===== src/rtl/key_filter_if.sv =====
// Button-side signal bundle for key_filter: raw key input plus conditioned outputs.
interface key_filter_if;
  logic key_in;
  logic key_flag;
  logic key_state;
  logic key_long;

  modport master (output key_in, input key_flag, input key_state, input key_long);
  modport slave  (input key_in, output key_flag, output key_state, output key_long);
endinterface


===== src/rtl/key_filter.sv =====
// Debounces an active-low push-button into a one-cycle key_flag pulse, a clean
// pressed level, and optional long-press auto-repeat, all in the vga_clk domain.
module key_filter #(
  parameter int unsigned CNT_MAX    = 500_000,
  parameter int unsigned HOLD_MAX   = 12_500_000,
  parameter int unsigned REPEAT_MAX = 2_500_000,
  parameter bit          REPEAT_EN  = 1'b1,
  parameter int unsigned CNT_W      = 24
) (
  input  logic         vga_clk,
  input  logic         sys_rst_n,
  key_filter_if.slave  key
);

  typedef enum logic [2:0] {
    IDLE,
    PRESS_FILT,
    HELD,
    REPEAT,
    REL_FILT
  } state_t;

  localparam logic [CNT_W-1:0] FILT_LAST = CNT_W'(CNT_MAX - 1);
  localparam logic [CNT_W-1:0] HOLD_LAST = CNT_W'(HOLD_MAX - 1);
  localparam logic [CNT_W-1:0] REP_LAST  = CNT_W'(REPEAT_MAX - 1);
  localparam logic [CNT_W-1:0] CNT_ONE   = CNT_W'(1);

  logic             sync1, sync2;
  state_t           state, state_n;
  logic [CNT_W-1:0] cnt, cnt_n;
  logic             ret_repeat, ret_repeat_n;
  logic             flag_q, flag_n;
  logic             level_q, level_n;
  logic             long_q, long_n;

  always_ff @(posedge vga_clk) begin
    if (!sys_rst_n) begin
      sync1      <= 1'b1;
      sync2      <= 1'b1;
      state      <= IDLE;
      cnt        <= '0;
      ret_repeat <= 1'b0;
      flag_q     <= 1'b0;
      level_q    <= 1'b0;
      long_q     <= 1'b0;
    end else begin
      sync1      <= key.key_in;
      sync2      <= sync1;
      state      <= state_n;
      cnt        <= cnt_n;
      ret_repeat <= ret_repeat_n;
      flag_q     <= flag_n;
      level_q    <= level_n;
      long_q     <= long_n;
    end
  end

  // A sync2 change always wins over a terminal count, so a bounce on the
  // same cycle as expiry restarts the filter instead of emitting a flag.
  always_comb begin
    state_n      = state;
    cnt_n        = cnt;
    ret_repeat_n = ret_repeat;
    flag_n       = 1'b0;
    level_n      = level_q;
    long_n       = long_q;
    case (state)
      IDLE: begin
        if (!sync2) begin
          state_n = PRESS_FILT;
          cnt_n   = CNT_ONE;
        end else begin
          cnt_n   = '0;
        end
      end
      PRESS_FILT: begin
        if (sync2) begin
          state_n = IDLE;
          cnt_n   = '0;
        end else if (cnt == FILT_LAST) begin
          state_n = HELD;
          cnt_n   = '0;
          flag_n  = 1'b1;
          level_n = 1'b1;
        end else begin
          cnt_n   = cnt + CNT_ONE;
        end
      end
      HELD: begin
        if (sync2) begin
          state_n      = REL_FILT;
          cnt_n        = CNT_ONE;
          ret_repeat_n = 1'b0;
        end else if (cnt == HOLD_LAST) begin
          state_n = REPEAT;
          cnt_n   = '0;
          long_n  = 1'b1;
          flag_n  = REPEAT_EN;
        end else begin
          cnt_n   = cnt + CNT_ONE;
        end
      end
      REPEAT: begin
        if (sync2) begin
          state_n      = REL_FILT;
          cnt_n        = CNT_ONE;
          ret_repeat_n = 1'b1;
        end else if (cnt == REP_LAST) begin
          cnt_n  = '0;
          flag_n = REPEAT_EN;
        end else begin
          cnt_n  = cnt + CNT_ONE;
        end
      end
      REL_FILT: begin
        if (!sync2) begin
          state_n = ret_repeat ? REPEAT : HELD;
          cnt_n   = '0;
        end else if (cnt == FILT_LAST) begin
          state_n = IDLE;
          cnt_n   = '0;
          level_n = 1'b0;
          long_n  = 1'b0;
        end else begin
          cnt_n   = cnt + CNT_ONE;
        end
      end
      default: begin
        state_n = IDLE;
        cnt_n   = '0;
      end
    endcase
  end

  assign key.key_flag  = flag_q;
  assign key.key_state = level_q;
  assign key.key_long  = long_q;

endmodule


===== src/flat_wrapper.sv =====
// flat-port wrapper written by rule: the top's interface ports become plain ports
module key_filter_flat 
#(
  parameter int unsigned CNT_MAX    = 500_000,
  parameter int unsigned HOLD_MAX   = 12_500_000,
  parameter int unsigned REPEAT_MAX = 2_500_000,
  parameter bit          REPEAT_EN  = 1'b1,
  parameter int unsigned CNT_W      = 24
)
  (vga_clk, sys_rst_n, key_key_in, key_key_flag, key_key_state, key_key_long);
  key_filter_if key_i ();
  input  logic vga_clk;
  input  logic sys_rst_n;
  input wire logic [$bits(key_i.key_in)-1:0] key_key_in;
  output wire logic [$bits(key_i.key_flag)-1:0] key_key_flag;
  output wire logic [$bits(key_i.key_state)-1:0] key_key_state;
  output wire logic [$bits(key_i.key_long)-1:0] key_key_long;
  assign key_i.key_in = key_key_in;
  assign key_key_flag = key_i.key_flag;
  assign key_key_state = key_i.key_state;
  assign key_key_long = key_i.key_long;
  key_filter #(.CNT_MAX(CNT_MAX), .HOLD_MAX(HOLD_MAX), .REPEAT_MAX(REPEAT_MAX), .REPEAT_EN(REPEAT_EN), .CNT_W(CNT_W)) u_core (.vga_clk(vga_clk), .sys_rst_n(sys_rst_n), .key(key_i));
endmodule

===== config.mk =====
export PLATFORM = sky130hd
export DESIGN_NAME = key_filter_flat
export DESIGN_NICKNAME = d
export VERILOG_FILES = /design/src/rtl/key_filter_if.sv /design/src/rtl/key_filter.sv /design/src/flat_wrapper.sv
export SDC_FILE = /design/constraint.sdc
export NUM_CORES = 1
export LEC_CHECK = 0
export ABC_AREA = 1
export BUFFER_PORTS_ARGS = -buffer_cell sky130_fd_sc_hd__buf_2
export CORE_AREA = 3 3 64 66
export CTS_CLUSTER_SIZE = 20
export DETAILED_ROUTE_END_ITERATION = 8
export DIE_AREA = 0 0 67 69
export PLACE_DENSITY = 0.78
export SLEW_MARGIN = 20
export SYNTH_ARGS = -nofsm -noshare
export SYNTH_HDL_FRONTEND = slang
export SYNTH_SLANG_ARGS = --single-unit

===== constraint.sdc =====
create_clock -name vga_clk -period 2.1 [get_ports vga_clk]
set_clock_uncertainty 0.2 [all_clocks]
set_input_delay 0.105 -clock vga_clk [delete_from_list [all_inputs] [get_ports vga_clk]]
set_output_delay 0.105 -clock vga_clk [all_outputs]
set_load 0.03 [all_outputs]

== Word-level counts from Yosys, hierarchy flattened ==
Cells that the tools add are included.

* Bits in registers: 33
* Input port bits: 3
* Output and inout port bits: 3
* Logic and storage cells: 73

* $add $sub $neg: 1
* Equality and inequality tests: 19
* Mux-type cells: 37
* Reductions and logical operators: 8

{| class="wikitable"
|+ Operator list
! kind !! count
|-
| 24-bit two-way mux || 7
|-
| 24-bit one-hot mux with 5 select lines || 1
|-
| 24-bit by 1-bit adder with 24-bit output, second input constant || 1
|-
| 24-bit by 19-bit == test with 1-bit output, second input constant || 1
|-
| 24-bit by 22-bit == test with 1-bit output, second input constant || 1
|-
| 24-bit == test, second input constant || 1
|-
| 3-bit two-way mux || 8
|-
| 1-bit two-way mux || 16
|-
| 3-bit one-hot mux with 5 select lines || 1
|-
| 5-bit AND reduction || 3
|-
| 2-bit by 1-bit != test with 1-bit output, second input constant || 6
|-
| 3-bit by 2-bit == test with 1-bit output, second input constant || 2
|-
| 2-bit != test, second input constant || 3
|-
| 3-bit by 1-bit != test with 1-bit output, second input constant || 2
|-
| 1-bit one-hot mux with 2 select lines || 3
|-
| 2-bit nonzero test || 3
|-
| 3-bit by 1-bit == test with 1-bit output, second input constant || 1
|-
| 3-bit == test, second input constant || 1
|-
| 3-bit zero test || 1
|-
| 3-bit != test, second input constant || 1
|-
| 1-bit one-hot mux with 3 select lines || 1
|-
| 3-bit AND reduction || 1
|}

== Depth between registers and ports, before layout ==
Gate-level depths: netlist of run 1.

* Word-level depth: 4
* Gate-level depth with buffers: 11
* Gate-level depth less buffers: 11

== Worst setup path before layout of run 1 ==
No wires, ideal clock.

* Path kind: flip-flop to flip-flop
* Start: register u_core.cnt[0]
* End: register u_core.cnt[21]
* Arrival: 1.421 ns
* Data required time: 1.785 ns
* Path slack: 0.364 ns
* Cell stages (with the launch flop): 10
* Buffers on the path: 1
* Period minus slack after synthesis: 1.736 ns
* Cell sequence: dfxtp_1 ha_1 nand3_1 nor2_4 nand3_2 nand2_2 nand3_4 buf_6 nand3_1 nor2_1

* Longest elaborated chain between the ends: 4
* Elaborated cells between the ends (all ways): 12
* Those cells by class: add/sub: 1; eq/ne: 3; mux: 8

{| class="wikitable"
|+ Ends and longest elaborated chain
! item !! line !! source
|-
| start: declaration || key_filter.sv:30 || <nowiki>logic [CNT_W-1:0] cnt, cnt_n;</nowiki>
|-
| start signal: assignment || key_filter.sv:50 || <nowiki>cnt <= cnt_n;</nowiki>
|-
| 24-bit by 1-bit adder with 24-bit output (tied with other cells) || - ||
|-
| 24-bit two-way mux, on equally long branches (2 in a row) || - ||
|-
| 24-bit one-hot mux with 5 select lines * || key_filter.sv:67 || <nowiki>case (state)</nowiki>
|}

Every way passes the cells marked *; elsewhere a longest branch is shown, timed or not.
A chain may end at the register's enable or synchronous reset.

== Worst setup path after layout of run 1 ==
* Start: register u_core.cnt[0]
* End: register u_core.cnt[23]

The elaborated chain is that of the path after synthesis.

==> impl_metrics.toml, run 1 <==
[yosys]
synth_nets = 305
synth_ff_type = "dfxtp_1"
ys_seq_elements = 33
syn_area_um2 = 1950
async_flop_share_pct = 0
synth_edf_count = 0
ys_seq_area_share_pct = 33.9
yosysWarningCount = 0
synth.distinct_cells = 30
syn_avg_cell_area_um2 = 6.48
syn_inst = 301

[pwr]
pwr-share-seq_pct = 40.2
pwr-share-comb_pct = 24.8
power_density_nw_per_um2 = 805
clockPowerShare_pct = 35.0
cellLeakagePower_nw = 0.907
p_total_mw = 1.76
peakVddDrop_mv = 0.361
p_sw_mw = 0.560
sw_frac_of_total_pct = 31.8
p_int_mw = 1.20

[drt]
wl_per_cell_um = 11.6
viasPerCell = 5.15
dr.pass1.iters = 4
postRouteAntennaNets = 0
vias = 1880
drc = 0
wl_um = 4230
drt_iter0_drc = 109

[global_route]
track_usage_pct = 19.9
use_met3_pct = 5.70
grt_pass1_vias = 1703
grt_busiest_layer = "met2"
grt-ovfl-total = 0
grt_pass1_wl_um = 7170
met1_usage_pct = 25.6
grt_max_degree = 16
use_met2_pct = 30.9
antenna_found_initial = 0

[layout]
areaGrowthSynthToFinish_pct = 12.2
layout.nets = 320
antenna_cells = 0
fill_cells = 345
drive_above_1_share_pct = 14.8
layout_common_cells = "nor2_1, nand2_1, inv_1"
layout_commonest_cell = "nor2_1"

[place]
place_congestion = 0.964
portBuffers = 5
hpwl_um = 3060

[worst_setup_path]
crit_chain = "ha_1 > nand3_1 > nor2_1 > nand3_1 > nand2_1 > nand3_2 > nand2_1 > nor2_1"
worstSetupPathType = "flip-flop to flip-flop"
worst-r2r-setup-slack_ps = 140
cp_data_required_time_ps = 2080
r2r_end = "u_core.cnt[23]$_SDFF_PN0_"
crit_fanout = 7
rr_startpoint = "u_core.cnt[0]$_SDFF_PN0_"
critical_path.endpoint_type = "flip-flop"
arrival_ps = 1930
cp_slowest_stage_delay_ps = 360
rr_worst_depth = 8
critPathSlowestCell = "dfxtp_1"
cp.buffers_inverters = 0
path_delay_family = "simple AND/OR/NAND/NOR gates"
start_kind = "flip-flop"

[min_path]
hold_class = "flip-flop to flip-flop"
hold_start = "u_core.sync1$_SDFF_PN1_"
min_path_cells = 1
holdPathEnd = "u_core.sync2$_SDFF_PN1_"

[timing]
setup-tns-final_ps = 0
min_period_over_period_pct = 93.2
hold_viol = 0
maxSlewHeadroom_pct = 75.6
grt_setup_unrepaired = "no"
fin_crit_ps = 1960
final-setup-viol-count = 0
worst-slew-pin-transition_ps = 363
slew_violations = 0
fmax_ghz = 0.511

[clock_tree]
htree_levels = 2
cts_root_buf = "clkbuf_8"
clock_latency_ps = 280
clkSinkCount = 33
clock_path_buffers = 2
cts_tree = "done"
cts_buffers = 5
clk_pin_slew_worst_paths_ps = 70

[die]
die_x_um = 67
dieHeight_um = 69
core_area_um2 = 3630
dieArea_um2 = 4620
start_util_pct = 53.7
io-pin-count = 6
rows = 22

[flow_run]
cap_violations = 0

[run_status]
outcome = "finished, final reports clean"
[how the worst max path moves through the flow]
| stage | slack (ps) | cells after the start | endpoint | start |
|---|---|---|---|---|
| CTS | 50 | 8 | u_core.cnt[15]$_SDFF_PN0_ | u_core.cnt[0]$_SDFF_PN0_ |
| global placement | 160 | 8 | u_core.cnt[15]$_SDFF_PN0_ | u_core.cnt[0]$_SDFF_PN0_ |
| global route | 3 | 10 | u_core.cnt[22]$_SDFF_PN0_ | u_core.cnt[0]$_SDFF_PN0_ |
| finish | 140 | 8 | u_core.cnt[23]$_SDFF_PN0_ | u_core.cnt[0]$_SDFF_PN0_ |
| floorplan | 360 | 9 | u_core.cnt[21]$_SDFF_PN0_ | u_core.cnt[0]$_SDFF_PN0_ |
| detailed placement | 60 | 8 | u_core.cnt[15]$_SDFF_PN0_ | u_core.cnt[0]$_SDFF_PN0_ |
[metrics by stage]
stage	utilization [%]	area (um^2)	setup WS (ps)	instances	hold slack (ps)
2_1_floorplan	-	1950	364	301	11.6
3_3_place_gp	55.8	2030	160	353	90.2
3_5_place_dp	55.8	2030	62.9	353	95.5
4_1_cts	59.5	2160	52.8	363	223
5_1_grt	60.2	2190	2.86	365	260
6_report	60.2	2190	144	365	219
[power by group through the flow]
stage               combinational [mW]  clock [mW]  sequential (mW)
detailed placement               0.414           0            0.720
global route                     0.510       0.662            0.712
CTS                              0.418       0.626            0.707
global placement                 0.414           0            0.718
floorplan                        0.342           0            0.721
finish                           0.438       0.616            0.708
[worst register-to-register path: cells and delay by family, from the launching register on]
kind	cells	cell delay, ps
AND/OR/NAND/NOR	7	1080
flip-flops	1	360
adder cells (fa/ha/maj)	1	220
[layer usage]
| layer | part of all wire [%] | vias up |
|---|---|---|
| li1 | - | 975 |
| met1 | 46 | 848 |
| met2 | 46 | 46 |
| met3 | 5.1 | 11 |
| met4 | 2.5 | 0 |
| met5 | 0 | - |
[area by class of cell]
cell class	instances	area, um^2	share of cell area, %
multi-input cells	220	1110	50.8
clock inverters	1	30.0	1.37
clock buffers	7	86.3	3.95
flip-flops and latches	33	661	30.2
repair buffers	10	67.6	3.09
well taps	48	60.1	2.74
inverters	46	173	7.89
[sequential cells by signal, summed over array words and instances, names as in the netlist]
| register | flops |
|---|---|
| u_core.key.key_flag | 1 |
| u_core.sync1 | 1 |
| u_core.cnt | 24 |
| u_core.sync2 | 1 |
| u_core.state | 3 |
| u_core.ret_repeat | 1 |
| u_core.key.key_state | 1 |
| u_core.key.key_long | 1 |
[cell families (layout without fill, tap and decap cells)]
kind of cell / Yosys count / after routing / share of synthesized area (%)
simple gates: 188 / 189 / 45.2
buf+inv: 49 / 64 / 10.1
flops: 33 / 33 / 33.9
compound gates: 21 / 21 / 6.16
xor+xnor: 9 / 9 / 4.04
fa+ha+maj: 1 / 1 / 0.641
[Yosys cell counts (2+ instances only)]
library cell | instances | area share [%]
a21oi_1 | 8 | 2.1
or2_2 | 2 | 0.64
inv_1 | 41 | 7.9
nor2_1 | 64 | 12
nand3_2 | 5 | 2.6
nand2_1 | 63 | 12
nand3_1 | 22 | 5.6
nand2_2 | 4 | 1.3
dfxtp_1 | 33 | 34
nor3_1 | 7 | 1.8
xnor2_1 | 4 | 1.8
inv_2 | 4 | 0.77
o21ai_0 | 8 | 2.1
nor2_2 | 7 | 2.2
xor2_1 | 5 | 2.2
nand4_1 | 7 | 2.2
a31oi_1 | 2 | 0.64
nor2_4 | 3 | 1.7
[what timing repair did]
item                       4_1_cts  5_1_grt
buffers inserted                 0        1
gates resized for setup          0        3
hold endpoints to repair         7        0
setup endpoints to repair        0       11
hold buffers                     2        0
Power figures use the tool's default switching activity.
==> inputs of run 2 (changes only) <==
--- a/config.mk
+++ b/config.mk
@@ -11,8 +11,10 @@
 export CTS_CLUSTER_SIZE = 20
 export DETAILED_ROUTE_END_ITERATION = 8
 export DIE_AREA = 0 0 67 69
+export MAX_ROUTING_LAYER = met4
 export PLACE_DENSITY = 0.78
 export SLEW_MARGIN = 20
 export SYNTH_ARGS = -nofsm -noshare
 export SYNTH_HDL_FRONTEND = slang
 export SYNTH_SLANG_ARGS = --single-unit
+export TNS_END_PERCENT = 5
==> run 2 against run 1 <==
Final cell count fell by 0.82%; critical path depth did not move; critical path type unchanged; sequential cell count did not move; total power fell by 8.2%; non-clock buffer count fell by 1; largest power group unchanged; utilization fell by 1.2 points; worst hold slack improved by 28 ps; clock power fell by 21%; sequential power barely moved; combinational power fell by 3%; count of clock-buffer cells in the layout did not move.
==> impl_metrics.toml, run 2 (synthesis results as in run 1) <==
[run_status]
outcome = "finished, final reports clean"

[die]
io-pin-count = 6
start_util_pct = 53.7
dieArea_um2 = 4620
core_area_um2 = 3630
die_x_um = 67
dieHeight_um = 69
rows = 22

[worst_setup_path]
critical_path.endpoint_type = "flip-flop"
crit_fanout = 15
critPathSlowestCell = "dfxtp_1"
start_kind = "flip-flop"
path_delay_family = "simple AND/OR/NAND/NOR gates"
cp.depth = 8
rr_worst_depth = 8
worstSetupPathType = "flip-flop to flip-flop"
cp_slowest_stage_delay_ps = 360
crit_chain = "ha_2 > nand3_1 > nor2_4 > nand3_2 > nand2_2 > nand3_4 > nand2_4 > nor2_1"
arrival_ps = 1920
cp_data_required_time_ps = 2080
cp.buffers_inverters = 0

[layout]
layout_common_cells = "nor2_1, nand2_1, inv_1"
fill_cells = 363
drive_above_1_share_pct = 14.3
largest_register_ffs = 24
antenna_cells = 0
layout_commonest_cell = "nor2_1"
largest-register = "u_core.cnt"
areaGrowthSynthToFinish_pct = 9.88
reg.largest.list = "u_core.cnt (24), u_core.state (3)"
layout.nets = 318

[timing]
maxSlewHeadroom_pct = 76.2
grt_setup_unrepaired = "no"
min_period_over_period_pct = 92.3
setup-tns-final_ps = 0
timing.final.ws_setup_ps = 162
fmax_ghz = 0.516
hold_viol = 0
worst-slew-pin-transition_ps = 354
slew_violations = 0
final-setup-viol-count = 0
fin_crit_ps = 1940

[clock_tree]
clkSinkCount = 33
cts_root_buf = "clkbuf_8"
cts_tree = "done"
cts_buffers = 5
htree_levels = 2
clk_pin_slew_worst_paths_ps = 70
clock_path_buffers = 2
clock_latency_ps = 290

[drt]
wl_per_cell_um = 11.3
postRouteAntennaNets = 0
wl_um = 4090
drc = 0
vias = 1819
drt_iter0_drc = 115
dr.pass1.iters = 4
viasPerCell = 5.02

[global_route]
grt_pass1_wl_um = 7350
grt_max_degree = 16
grt-ovfl-total = 0
grt_pass1_vias = 1717
antenna_found_initial = 0
track_usage_pct = 21.1

[pwr]
power_density_nw_per_um2 = 754
peakVddDrop_mv = 0.452
cellLeakagePower_nw = 0.872

[min_path]
hold_class = "flip-flop to flip-flop"
min_path_cells = 2

[place]
portBuffers = 5
hpwl_um = 3060
place_congestion = 0.977
post-place-ws_ps = 78.5

[flow_run]
cap_violations = 0
-- run 2: cell count changes in the layout (fill, tap and decap cells not counted), sizes merged --
cell	change
nand3	-1
buf	-1
bufinv	-1
-- run 2: final timing paths --
check,slack [ps],to,startpoint
max,160,u_core.cnt[15]$_SDFF_PN0_,u_core.cnt[0]$_SDFF_PN0_
min,250,u_core.key.key_long$_SDFFE_PN0P_,u_core.key.key_long$_SDFFE_PN0P_
max reg2reg,160,u_core.cnt[15]$_SDFF_PN0_,u_core.cnt[0]$_SDFF_PN0_
min reg2reg,250,u_core.key.key_long$_SDFFE_PN0P_,u_core.key.key_long$_SDFFE_PN0P_
-- run 2: where the power goes --
part           total [mW]  switching, mW  internal (mW)  leakage (nW)
sequential          0.708         0.0360          0.672         0.267
clock               0.485          0.225          0.260        0.0443
combinational       0.424          0.283          0.141         0.561
-- run 2: cell type report --
type	count	area, um^2	share of cell area (%)
multi-input combinational	219	1100	51.5
sequential	33	661	30.8
inverter	46	173	8.06
clock buffer	7	86.3	4.03
timing repair buffer	9	60.1	2.80
tap	48	60.1	2.80
-- run 2: worst min-delay path: stages (launching register included) --
cell and delay, ps:
dfxtp_1 310, inv_1 40, a21oi_1 50
-- run 2: repair_timing --
action                                  CTS  global route
buffers inserted                          0             0
endpoints found under the hold margin     7             0
gates resized for setup                   0             3
endpoints found under the setup margin    0            12
hold buffers                              2             0
-- run 2: per-layer routing --
metal	up-vias	GRT usage [%]	wire length (um)	part of all wire, %
li1	968	-	-	-
met1	799	26.5	1930	47
met2	41	31.1	1860	45
met3	11	4.56	180	4.4
met4	0	11.0	121	3.0
met5	-	-	0	0
-- run 2: stage by stage --
stage	instance area, um^2	std cells	util (%)	power (mW)	hold slack, ps
final	2140	362	59.0	1.62	247
after detailed placement	2030	353	55.8	1.13	116
after global routing	2140	362	59.0	1.74	273
after CTS	2130	362	58.7	1.62	249
after global placement	2030	353	55.8	1.13	90.4
after floorplan	1950	301	-	1.06	11.6
==> inputs of run 3 (changes only) <==
--- a/config.mk
+++ b/config.mk
@@ -5,14 +5,13 @@
 export SDC_FILE = /design/constraint.sdc
 export NUM_CORES = 1
 export LEC_CHECK = 0
-export ABC_AREA = 1
 export BUFFER_PORTS_ARGS = -buffer_cell sky130_fd_sc_hd__buf_2
-export CORE_AREA = 3 3 64 66
+export CORE_AREA = 3 3 61 63
 export CTS_CLUSTER_SIZE = 20
 export DETAILED_ROUTE_END_ITERATION = 8
-export DIE_AREA = 0 0 67 69
+export DIE_AREA = 0 0 64 66
 export MAX_ROUTING_LAYER = met4
-export PLACE_DENSITY = 0.78
+export PLACE_DENSITY = 0.77
 export SLEW_MARGIN = 20
 export SYNTH_ARGS = -nofsm -noshare
 export SYNTH_HDL_FRONTEND = slang
==> run 3 against run 2 <==
Register-to-register slack got worse by 150 ps; count of clock-buffer cells in the layout did not move; design area fell by 4.5%; critical path depth fell by 2; non-clock buffer count rose by 23; largest cell class unchanged; setup slack got worse by 150 ps; final cell count fell by 25%; area after synthesis fell by 11%; sequential share of layout area rose by 1.5 points; total power fell by 35%; critical endpoint is now u_core.cnt[2]$_SDFF_PN0_; first-iteration DRC count fell by 12%; maximum frequency fell by 7.1%.
==> impl_metrics.toml, run 3 <==
[run_status]
outcome = "finished, final reports clean"

[layout]
drive_above_1_share_pct = 24.8
layout_common_cells = "dfxtp_1, nor2_1, buf_4"
areaGrowthSynthToFinish_pct = 18.6
largest_register_ffs = 24
antenna_cells = 0
largest-register = "u_core.cnt"
reg.largest.list = "u_core.cnt (24), u_core.state (3)"
layout_commonest_cell = "dfxtp_1"
design_area_um2 = 2050
layout.nets = 229

[global_route]
grt-ovfl-total = 0
grt_pass1_vias = 1429
grt_max_degree = 24
antenna_found_initial = 0
track_usage_pct = 19.5
grt_pass1_wl_um = 6160

[pwr]
peakVddDrop_mv = 0.505
power_density_nw_per_um2 = 514
cellLeakagePower_nw = 0.755
p_sw_mw = 0.219
sw_frac_of_total_pct = 20.8
clockPowerShare_pct = 38.0
p_int_mw = 0.834
pwr-share-comb_pct = 2.1
pwr-share-seq_pct = 59.9

[yosys]
synth_nets = 200
yosys-top-cells-count = "dfxtp_1, nor2_1, xor2_1"
yosys.area.top_type = "dfxtp_1"
synth_top_area_share_pct = 38.3
syn_avg_cell_area_um2 = 8.81
synth_edf_count = 0
syn_area_um2 = 1730
syn_inst = 196
yosysWarningCount = 0
synth.most_common_cell = "dfxtp_1"
synth.distinct_cells = 44
ys_seq_elements = 33
yosys-top-cells-area = "dfxtp_1, xor2_1, nor2_1"
synth_ff_type = "dfxtp_1"
async_flop_share_pct = 0
ys_seq_area_share_pct = 38.3

[timing]
fmax_ghz = 0.479
worst-slew-pin-transition_ps = 398
maxSlewHeadroom_pct = 73.4
grt_setup_unrepaired = "yes"
fin_crit_ps = 2090
min_period_over_period_pct = 99.4
hold_ws_ps = 224
final-setup-viol-count = 0
hold_viol = 0
slew_violations = 0

[flow_run]
cap_violations = 0

[clock_tree]
clkSinkCount = 33
cts_root_buf = "clkbuf_4"
clk_pin_slew_worst_paths_ps = 90
cts_buffers = 5
post_cts_buffers = 0
cts_tree = "done"
clock_path_buffers = 2
clock_latency_ps = 330
htree_levels = 2

[die]
core_area_um2 = 3280
start_util_pct = 52.6
die_x_um = 64
dieHeight_um = 66
dieArea_um2 = 4220
rows = 21
io-pin-count = 6

[worst_setup_path]
cp_data_required_time_ps = 2130
cp_slowest_stage_delay_ps = 580
critical_path.endpoint_type = "flip-flop"
crit_fanout = 23
critPathSlowestCell = "or4b_4"
worstSetupPathType = "flip-flop to flip-flop"
start_kind = "flip-flop"
arrival_ps = 2110
crit_chain = "or4b_4 > nor4b_4 > a2111oi_2 > nor3_4 > buf_12 > nor2_1"

[drt]
postRouteAntennaNets = 0
drt_iter0_drc = 101
wl_um = 3520
drc = 0
wl_per_cell_um = 12.9
dr.pass1.iters = 4
vias = 1464
viasPerCell = 5.38

[min_path]
hold_class = "flip-flop to flip-flop"

[place]
portBuffers = 5
dpl-instance-area_um2 = 1930
place_congestion = 0.906
hpwl_um = 2590
==> run 3: cell types whose count changed in the layout (fill, tap and decap cells not counted), sizes merged, moves of 5 or more <==
| cell | previous run | this run |
|---|---|---|
| and3 | 0 | 5 |
| buf | 7 | 29 |
| inv | 45 | 4 |
| nand2 | 67 | 14 |
| nand3 | 28 | 15 |
| nor2 | 74 | 30 |
| o21ai | 9 | 4 |
| xor2 | 5 | 17 |
==> run 3: logic make-up after synthesis <==
| group | Yosys count | share of synthesized area (%) |
|---|---|---|
| fa+ha+maj | 1 | 0.725 |
| flops | 33 | 38.3 |
| mux | 1 | 0.580 |
| xor+xnor | 22 | 11.2 |
| buf+inv | 14 | 5.00 |
| compound gates | 23 | 9.85 |
| simple gates | 102 | 34.4 |
==> run 3: worst paths after layout <==
| kind | start | cells after the start | to | slack, ps |
|---|---|---|---|---|
| hold reg to reg | u_core.sync1$_SDFF_PN1_ | 1 | u_core.sync2$_SDFF_PN1_ | 220 |
| setup reg to reg | u_core.cnt[12]$_SDFF_PN0_ | 6 | u_core.cnt[2]$_SDFF_PN0_ | 10 |
| hold / removal | u_core.sync1$_SDFF_PN1_ | 1 | u_core.sync2$_SDFF_PN1_ | 220 |
| setup / recovery | u_core.cnt[12]$_SDFF_PN0_ | 6 | u_core.cnt[2]$_SDFF_PN0_ | 10 |
==> run 3: worst max-delay path, delay by kind of cell, from the launching register on <==
family	cells	cell delay [ps]
compound gates	1	130
buf+inv	1	190
flops	1	320
simple gates	4	1140
==> run 3: metrics by stage <==
step                      std cells  TNS (ps)  utilization (%)  total power [mW]  worst slack (ps)
after floorplan                 196         0                -             0.658              18.9
after global placement          261         0             58.8             0.662              76.4
after detailed placement        261         0             58.8             0.663              27.7
after CTS                       272         0             61.8              1.06              1.59
after global routing            272     -1060             62.3              1.10             -61.4
final                           272         0             62.3              1.05              13.5
==> run 3: routing by layer <==
metal  wire [um]  track usage (%)  vias to the layer above
li1            -                -                      743
met1        1590             23.2                      683
met2        1720             30.2                       32
met3         164             5.44                        6
met4          55             9.70                        0
met5           0                -                        -
==> run 3: layout make-up <==
type | instances | area [um^2]
clock buffers | 7 | 65.1
clock inverters | 1 | 5.00
inverters | 4 | 15.0
flip-flops and latches | 33 | 661
fillers | 294 | 1240
multi-input cells | 149 | 996
well taps | 46 | 57.6
repair buffers | 32 | 248
==> run 3: power by group through the flow <==
| stage | Sequential [mW] | Clock, mW | Combinational (mW) |
|---|---|---|---|
| finish | 0.631 | 0.400 | 0.0220 |
| global placement | 0.645 | 0 | 0.0172 |
| global route | 0.632 | 0.441 | 0.0243 |
| detailed placement | 0.645 | 0 | 0.0174 |
| floorplan | 0.644 | 0 | 0.0141 |
| CTS | 0.631 | 0.410 | 0.0217 |
==> run 3: what timing repair did <==
action                                  in CTS  in global routing
hold buffers                                 3                  0
endpoints found under the setup margin       0                 28
hold endpoints to repair                     9                  0
gates resized for setup                      0                  4
